## src/rtl/servo_slew_controller.sv

```systemverilog
// servo_slew_controller
//   Slew-rate-limited servo pulse-width commander. Button and sweep inputs
//   are synchronised and debounced. Requests pick a target width, and the
//   commanded width moves toward that target by at most STEP per servo
//   frame. Width updates only happen at frame boundaries.
// Ports:
//   CLK, RST          - clock (rising edge), asynchronous active-high reset
//   BTNL, BTNC, BTNR  - raw buttons requesting left / neutral / right
//   SWEEP             - raw switch; high runs a continuous L<->R sweep
//   width             - commanded pulse width (18 bits) to the PWM stage
//   frame_start       - one-cycle strobe at each frame boundary
//   busy              - high while the FSM is not IDLE
//   LEDS              - one-hot target indicator: [2]=L, [1]=N, [0]=R
module servo_slew_controller #(
  parameter logic [18:0] PERIOD_CNT = 19'h7FFFE,
  parameter logic [17:0] STEP       = 18'h00400,
  parameter logic [19:0] DB_CYCLES  = 20'd1_000_000,
  parameter logic [17:0] L_W        = 18'h0D6D8,
  parameter logic [17:0] N_W        = 18'h124F8,
  parameter logic [17:0] R_W        = 18'h17318
) (
  input  logic        CLK,
  input  logic        RST,
  input  logic        BTNL,
  input  logic        BTNC,
  input  logic        BTNR,
  input  logic        SWEEP,
  output logic [17:0] width,
  output logic        frame_start,
  output logic        busy,
  output logic [2:0]  LEDS
);

  typedef enum logic [1:0] {IDLE, SLEW, SWP_R, SWP_L} state_t;

  state_t      state;
  logic [17:0] target;

  // Channel order: 0=L, 1=C, 2=R, 3=SWEEP
  logic [3:0]  raw;
  logic [3:0]  sync1, sync2;
  logic [3:0]  level, level_q;
  logic [19:0] db_cnt [4];
  logic [3:0]  rise, fall;

  assign raw  = {SWEEP, BTNR, BTNC, BTNL};
  assign rise = level & ~level_q;
  assign fall = ~level & level_q;

  // Any cycle where the synchronised input matches the debounced level
  // clears the run counter, so only an uninterrupted run of DB_CYCLES
  // differing cycles moves the level.
  always_ff @(posedge CLK or posedge RST) begin
    if (RST) begin
      sync1   <= '0;
      sync2   <= '0;
      level   <= '0;
      level_q <= '0;
      for (int unsigned i = 0; i < 4; i++) db_cnt[i] <= '0;
    end else begin
      sync1   <= raw;
      sync2   <= sync1;
      level_q <= level;
      for (int unsigned i = 0; i < 4; i++) begin
        if (sync2[i] == level[i]) begin
          db_cnt[i] <= '0;
        end else if (db_cnt[i] == DB_CYCLES - 20'd1) begin
          db_cnt[i] <= '0;
          level[i]  <= sync2[i];
        end else begin
          db_cnt[i] <= db_cnt[i] + 20'd1;
        end
      end
    end
  end

  // Slew step in 19 bits so neither direction can wrap before clamping.
  logic [18:0] w19, t19, up, dn;
  logic [17:0] slew_next;

  always_comb begin
    w19       = {1'b0, width};
    t19       = {1'b0, target};
    up        = w19 + {1'b0, STEP};
    dn        = w19 - {1'b0, STEP};
    slew_next = width;
    if (w19 < t19) begin
      slew_next = (up >= t19) ? target : up[17:0];
    end else if (w19 > t19) begin
      slew_next = (dn[18] || dn <= t19) ? target : dn[17:0];
    end
  end

  // Width is loaded on the same edge that raises frame_start, so its new
  // value is visible exactly in the frame_start cycle.
  logic [18:0] frame_cnt;

  always_ff @(posedge CLK or posedge RST) begin
    if (RST) begin
      frame_cnt   <= '0;
      frame_start <= 1'b0;
      width       <= N_W;
    end else if (frame_cnt == PERIOD_CNT - 19'd1) begin
      frame_cnt   <= '0;
      frame_start <= 1'b1;
      width       <= slew_next;
    end else begin
      frame_cnt   <= frame_cnt + 19'd1;
      frame_start <= 1'b0;
    end
  end

  // Button priority C > L > R.
  logic        req_any;
  logic [17:0] req_tgt;

  always_comb begin
    req_any = |rise[2:0];
    req_tgt = R_W;
    if (rise[1])      req_tgt = N_W;
    else if (rise[0]) req_tgt = L_W;
  end

  always_ff @(posedge CLK or posedge RST) begin
    if (RST) begin
      state  <= IDLE;
      target <= N_W;
    end else if (rise[3]) begin
      state  <= SWP_R;
      target <= R_W;
    end else if (fall[3]) begin
      state  <= SLEW;
      target <= N_W;
    end else begin
      case (state)
        IDLE, SLEW: begin
          if (req_any && req_tgt != target) begin
            target <= req_tgt;
            state  <= SLEW;
          end else if (state == SLEW && width == target) begin
            state <= IDLE;
          end
        end
        SWP_R: begin
          if (width == R_W) begin
            state  <= SWP_L;
            target <= L_W;
          end
        end
        SWP_L: begin
          if (width == L_W) begin
            state  <= SWP_R;
            target <= R_W;
          end
        end
        default: begin
          state  <= IDLE;
          target <= N_W;
        end
      endcase
    end
  end

  assign busy = (state != IDLE);

  always_comb begin
    LEDS = 3'b010;
    if (target == L_W)      LEDS = 3'b100;
    else if (target == R_W) LEDS = 3'b001;
  end

endmodule

```

## config.mk

```make
export PLATFORM = sky130hd
export DESIGN_NAME = servo_slew_controller
export DESIGN_NICKNAME = d
export VERILOG_FILES = /design/src/rtl/servo_slew_controller.sv
export SDC_FILE = /design/constraint.sdc
export NUM_CORES = 1
export LEC_CHECK = 0
export ABC_AREA = 1
export CAP_MARGIN = 20
export CORE_UTILIZATION = 60
export DETAILED_ROUTE_END_ITERATION = 12
export HOLD_SLACK_MARGIN = 0.1
export PLACE_DENSITY = 0.79
export SKIP_CTS_REPAIR_TIMING = 1
export SYNTH_ARGS = -nofsm -noshare
export SYNTH_HDL_FRONTEND = slang
export SYNTH_SLANG_ARGS = --single-unit
```

## constraint.sdc

```tcl
create_clock -name CLK -period 10.4 [get_ports CLK]
set_input_delay 2.6 -clock CLK [delete_from_list [all_inputs] [get_ports CLK]]
set_output_delay 2.6 -clock CLK [all_outputs]
set_load 0.005 [all_outputs]
```

---- Word-level counts from Yosys, hierarchy flattened ----
Index checks and enable logic that the tools add are counted.
operators by class
  $add $sub $neg .......................... 7
  multipliers ............................. 0
  div/mod/pow operators ................... 0
  magnitude comparators ................... 4
  equal/unequal tests ..................... 22
  shift-type cells ........................ 0
  mux-type cells .......................... 31
  bitwise logic cells ..................... 8
  reductions and logical operators ........ 15
operator list
  kind                    number
  $mux 18                 9
  $mux 20                 8
  $add 20x1->20 const B   4
  $eq 20x20->1 const B    4
  $pmux 18 s3             1
  $eq 18x16->1 const B    2
  $eq 18x17->1 const B    2
  $mux 17                 2
  $add 18x11->19 const B  1
  $add 19x1->19 const B   1
  $eq 19x19->1 const B    1
  $ge 19x18->1            1
  $le 19x18->1            1
  $mux 19                 1
  $sub 18x11->19 const B  1
  $eq 18x18->1            1
  $gt 18x18->1            1
  $lt 18x18->1            1
  $ne 18x18->1            1
  $mux 2                  7
  $ne 4x4->1 const B      3
  $reduce_and 2->1        5
  $and 4x4->4             2
  $not 4->4               2
  15 further kinds        25
storage, ports and cells
  register bits ........................... 154
  bits in latches ......................... 0
  RAM bits ................................ 0
  ROM bits ................................ 0
  bits of input ports ..................... 6
  output and inout bits ................... 23
  word-level logic and storage cells ...... 103
  memories ................................ 0

---- Depth between registers and ports, before layout ----
  word-level depth ........................ 10
  gate-level depth with buffers ........... 22
  gate-level depth less buffers ........... 21

---- Worst setup path after synthesis ----
OpenSTA, ideal clock, no wires.
  path kind ............................... reg-to-output
  start point ............................. register target[13]
  end point ............................... output port LEDS[1]
  arrival time ............................ 1.232 ns
  data required time ...................... 7.800 ns
  path slack .............................. 6.568 ns
  stages on the path, launching flop included .. 5
  buffers on the path ..................... 0
  cells stage by stage .................... dfstp_2 > inv_1 > nor4_1 > or2_2 > inv_1
between the ends
  longest elaborated chain between the ends .. 3
  elaborated cells between the ends (all ways) .. 4
  those cells by class .................... 2 x eq/ne; 2 x mux
RTL lines
  item                    line  RTL
  start, declared         37    logic [17:0] target;
  start signal, assigned  138   target <= req_tgt;
  $eq 18x17->1            169   else if (target == R_W) LEDS = 3'b001;
  $mux 2                  169
  $mux 3 *                168   if (target == L_W) LEDS = 3'b100;
  end, declared           31    output logic [2:0] LEDS
Every way passes the cells marked *; elsewhere a longest branch is shown, timed or not.

---- Worst setup path in the final report ----
Same ends and word-level chain as after synthesis.

==> run metrics <==
status completed; P&R area growth vs syn 12.8%; sequential share of the synthesized area 43.3%; ANT nets after route 0; non-filler cells, final 1204; Pwr Density 132 nW/um^2; RR Startpoint width[11]$_DFFE_PP0P_; Tot GR Track Use 27.0%; Fmax 0.196 GHz; CTS clk-pin slew, worst paths 60 ps; worst hold stages 0; final hold violation count 0; die area 13700 um^2; Ys Warns 0; setup ws final 5300 ps; Setup crit start target[13]$_DFFE_PP1P_; FF-to-FF End width[9]$_DFFE_PP0P_; core area 12800 um^2; nets@finish approximately 1100; Fin Clk Skew ~14 ps; final wirelength 16700 um; CP startpoint kind flop; Final Wtd Congestion approximately 0.95; CP Data Arrival Time 2500 ps; CP max FO 9; VDD IR-drop max 0.160 mV; initial antenna violation count 0; H-tree depth 4; Post-DP HPWL between 10000 and 15000 um; Worst Max-Slew Pin Slew about 880 ps; Leak Pwr 0.00408 uW; I/O Buffers 25; Critical Path End Type primary output; total iterations of the first detailed-routing run 5; post-route clock period utilization 49.1%; layout cells sized above 1 a little under 9%; setup TNS 0 ps; Synth cell types 56; Max transition margin between 40 and 50%; Antenna Cells 0; 1st-iter DRT viols 459; Clock Tree Root clkbuf_16; Syn Inst Count between 900 and 1000; Hold Crit Start sync1[1]$_DFF_PP0_; die width 117 um; grt ovf 0; RSZ-0062 raised after global routing false; most common flop cell mapped by yosys dfrtp_1; Final min period 5100 ps; utilization after layout 70.0%; syn avg cell area between 8 and 9 um^2; number of global-route vias before repair 6206; DR vias 6567; EDFF count, synth 0; hold crit path type flop to flop; Initial Util 62.1%; # rows 41; CTS tree done; DRC viols 0; clk buf depth 2; maxcap violations 0; Final setup viols 0; Vias/cell 5.45; detail-routed net length per standard cell 13.8 um; Reg2Reg Setup Slack 7460 ps; Die Y approximately 120 um; Worst R2R Path Depth 18; largest net degree at the start of global routing 75; # clock sinks 137; hold_ws roughly 350 ps; pre-CTS setup slack around 5800 ps; Worst Setup EP LEDS[1]; Worst Path Required 7800 ps; io pins 29; Critical Setup Path Class flop to primary output; global-route wire length before repair about 28000 um; #FFs+latches synth 137; placed cell count 1172; Pins Over Slew Limit 0; Inserted Clock Buffers 17; async set-reset flop share out of synthesis between 90% and 100%; synthesized area between 7000 and 8000 um^2; worst skew pair latency 440 ps
-- placed cells by master (no fill, tap or decap), drive strengths merged, types with 4 or more instances in the layout --
cell,Yosys,routed
xnor2,15,15
nor4,18,18
nand2,176,176
o21ai,23,23
nand4,28,28
clkbuf,2,18
nor3b,11,11
and3,4,4
or2,4,4
a21oi,44,44
ha,33,33
nand3,76,76
nor3,54,54
dfrtp,128,128
dfstp,9,9
xor2,34,34
nor2,140,140
clkdlybuf4s50,0,25
o21a,5,5
clkinv,0,6
inv,148,150
-- cells in the mapped netlist, drive strengths merged, types with 2 or more instances --
cell,instances,share of area [%]
nor2,140,7.1
or2,4,0.35
nand4,28,2.4
ha,33,5.2
mux2,3,0.43
o21a,5,0.47
xor2,34,3.8
inv,148,7.1
a31oi,3,0.24
nand3b,2,0.35
o21ai,23,1.6
and3,4,0.32
dfrtp,128,40
nand3,76,5.2
nor3,54,3.9
clkbuf,2,0.095
buf,10,0.93
nor3b,11,1.1
o21bai,3,0.28
nor4,18,1.7
a21oi,44,2.8
xnor2,15,1.7
nand2,176,8.5
dfstp,9,3.0
-- cell type report --
type | count | area [um^2]
Inverter | 148 | 566
Clock buffer | 18 | 429
Fill cell | 972 | 3830
Sequential cell | 137 | 3440
Timing Repair Buffer | 27 | 265
Multi-Input combinational cell | 688 | 3860
Clock inverter | 14 | 171
Tap cell | 172 | 215
-- state kept, by name, summed over array words and instances (netlist names), 4 cells and up --
name,count
db_cnt,80
frame_cnt,19
level,4
level_q,4
sync1,4
sync2,4
target,6
width,13
-- through the flow --
| stage | power (uW) | area, um^2 |
|---|---|---|
| after global placement | 579 | 8350 |
| after detailed placement | 580 | 8350 |
| after CTS | 1190 | 8950 |
| after floorplan | 571 | 7940 |
| after global routing | 1220 | 8950 |
| final | 1180 | 8950 |
-- how the worst min path moves through the flow --
stage / to / slack [ps]
6_report: sync2[1]$_DFF_PP0_ / 350
4_1_cts: sync2[1]$_DFF_PP0_ / 350
3_5_place_dp: sync2[1]$_DFF_PP0_ / 340
3_3_place_gp: sync2[0]$_DFF_PP0_ / 330
5_1_grt: sync2[3]$_DFF_PP0_ / 360
2_1_floorplan: sync2[0]$_DFF_PP0_ / 330
-- where the power goes --
part	internal [uW]	switching, uW
Clock	377	237
Sequential	539	4.04
Combinational	7.11	20.1
Total	923	261
-- kinds of logic (layout without fill, tap and decap cells) --
group,after synthesis,count (layout),share of synthesized area (%)
AOI/OAI and AO/OA,86,86,6.35
xor gates and xnor gates,49,49,5.50
adders and majority gates,33,33,5.20
buffers and inverters,160,207,8.09
DFF,137,137,43.3
muxes,3,3,0.426
other,1,3,0.0473
and+or+nand+nor,514,514,31.0
-- per-layer routing --
layer	track usage [%]	part of all wire (%)
met1	34.7	45
met2	43.8	47
met3	5.56	4.5
met4	13.2	3.1
met5	0	0
-- critical path, cell delays in order, from the launching register on --
cell             delay [ps]
dfstp_2                 570
inv_1                   180
nor4_1                  640
or2_2                   220
inv_1                    30
clkdlybuf4s50_1         430
No activity file was read; power rests on OpenSTA's default activity.
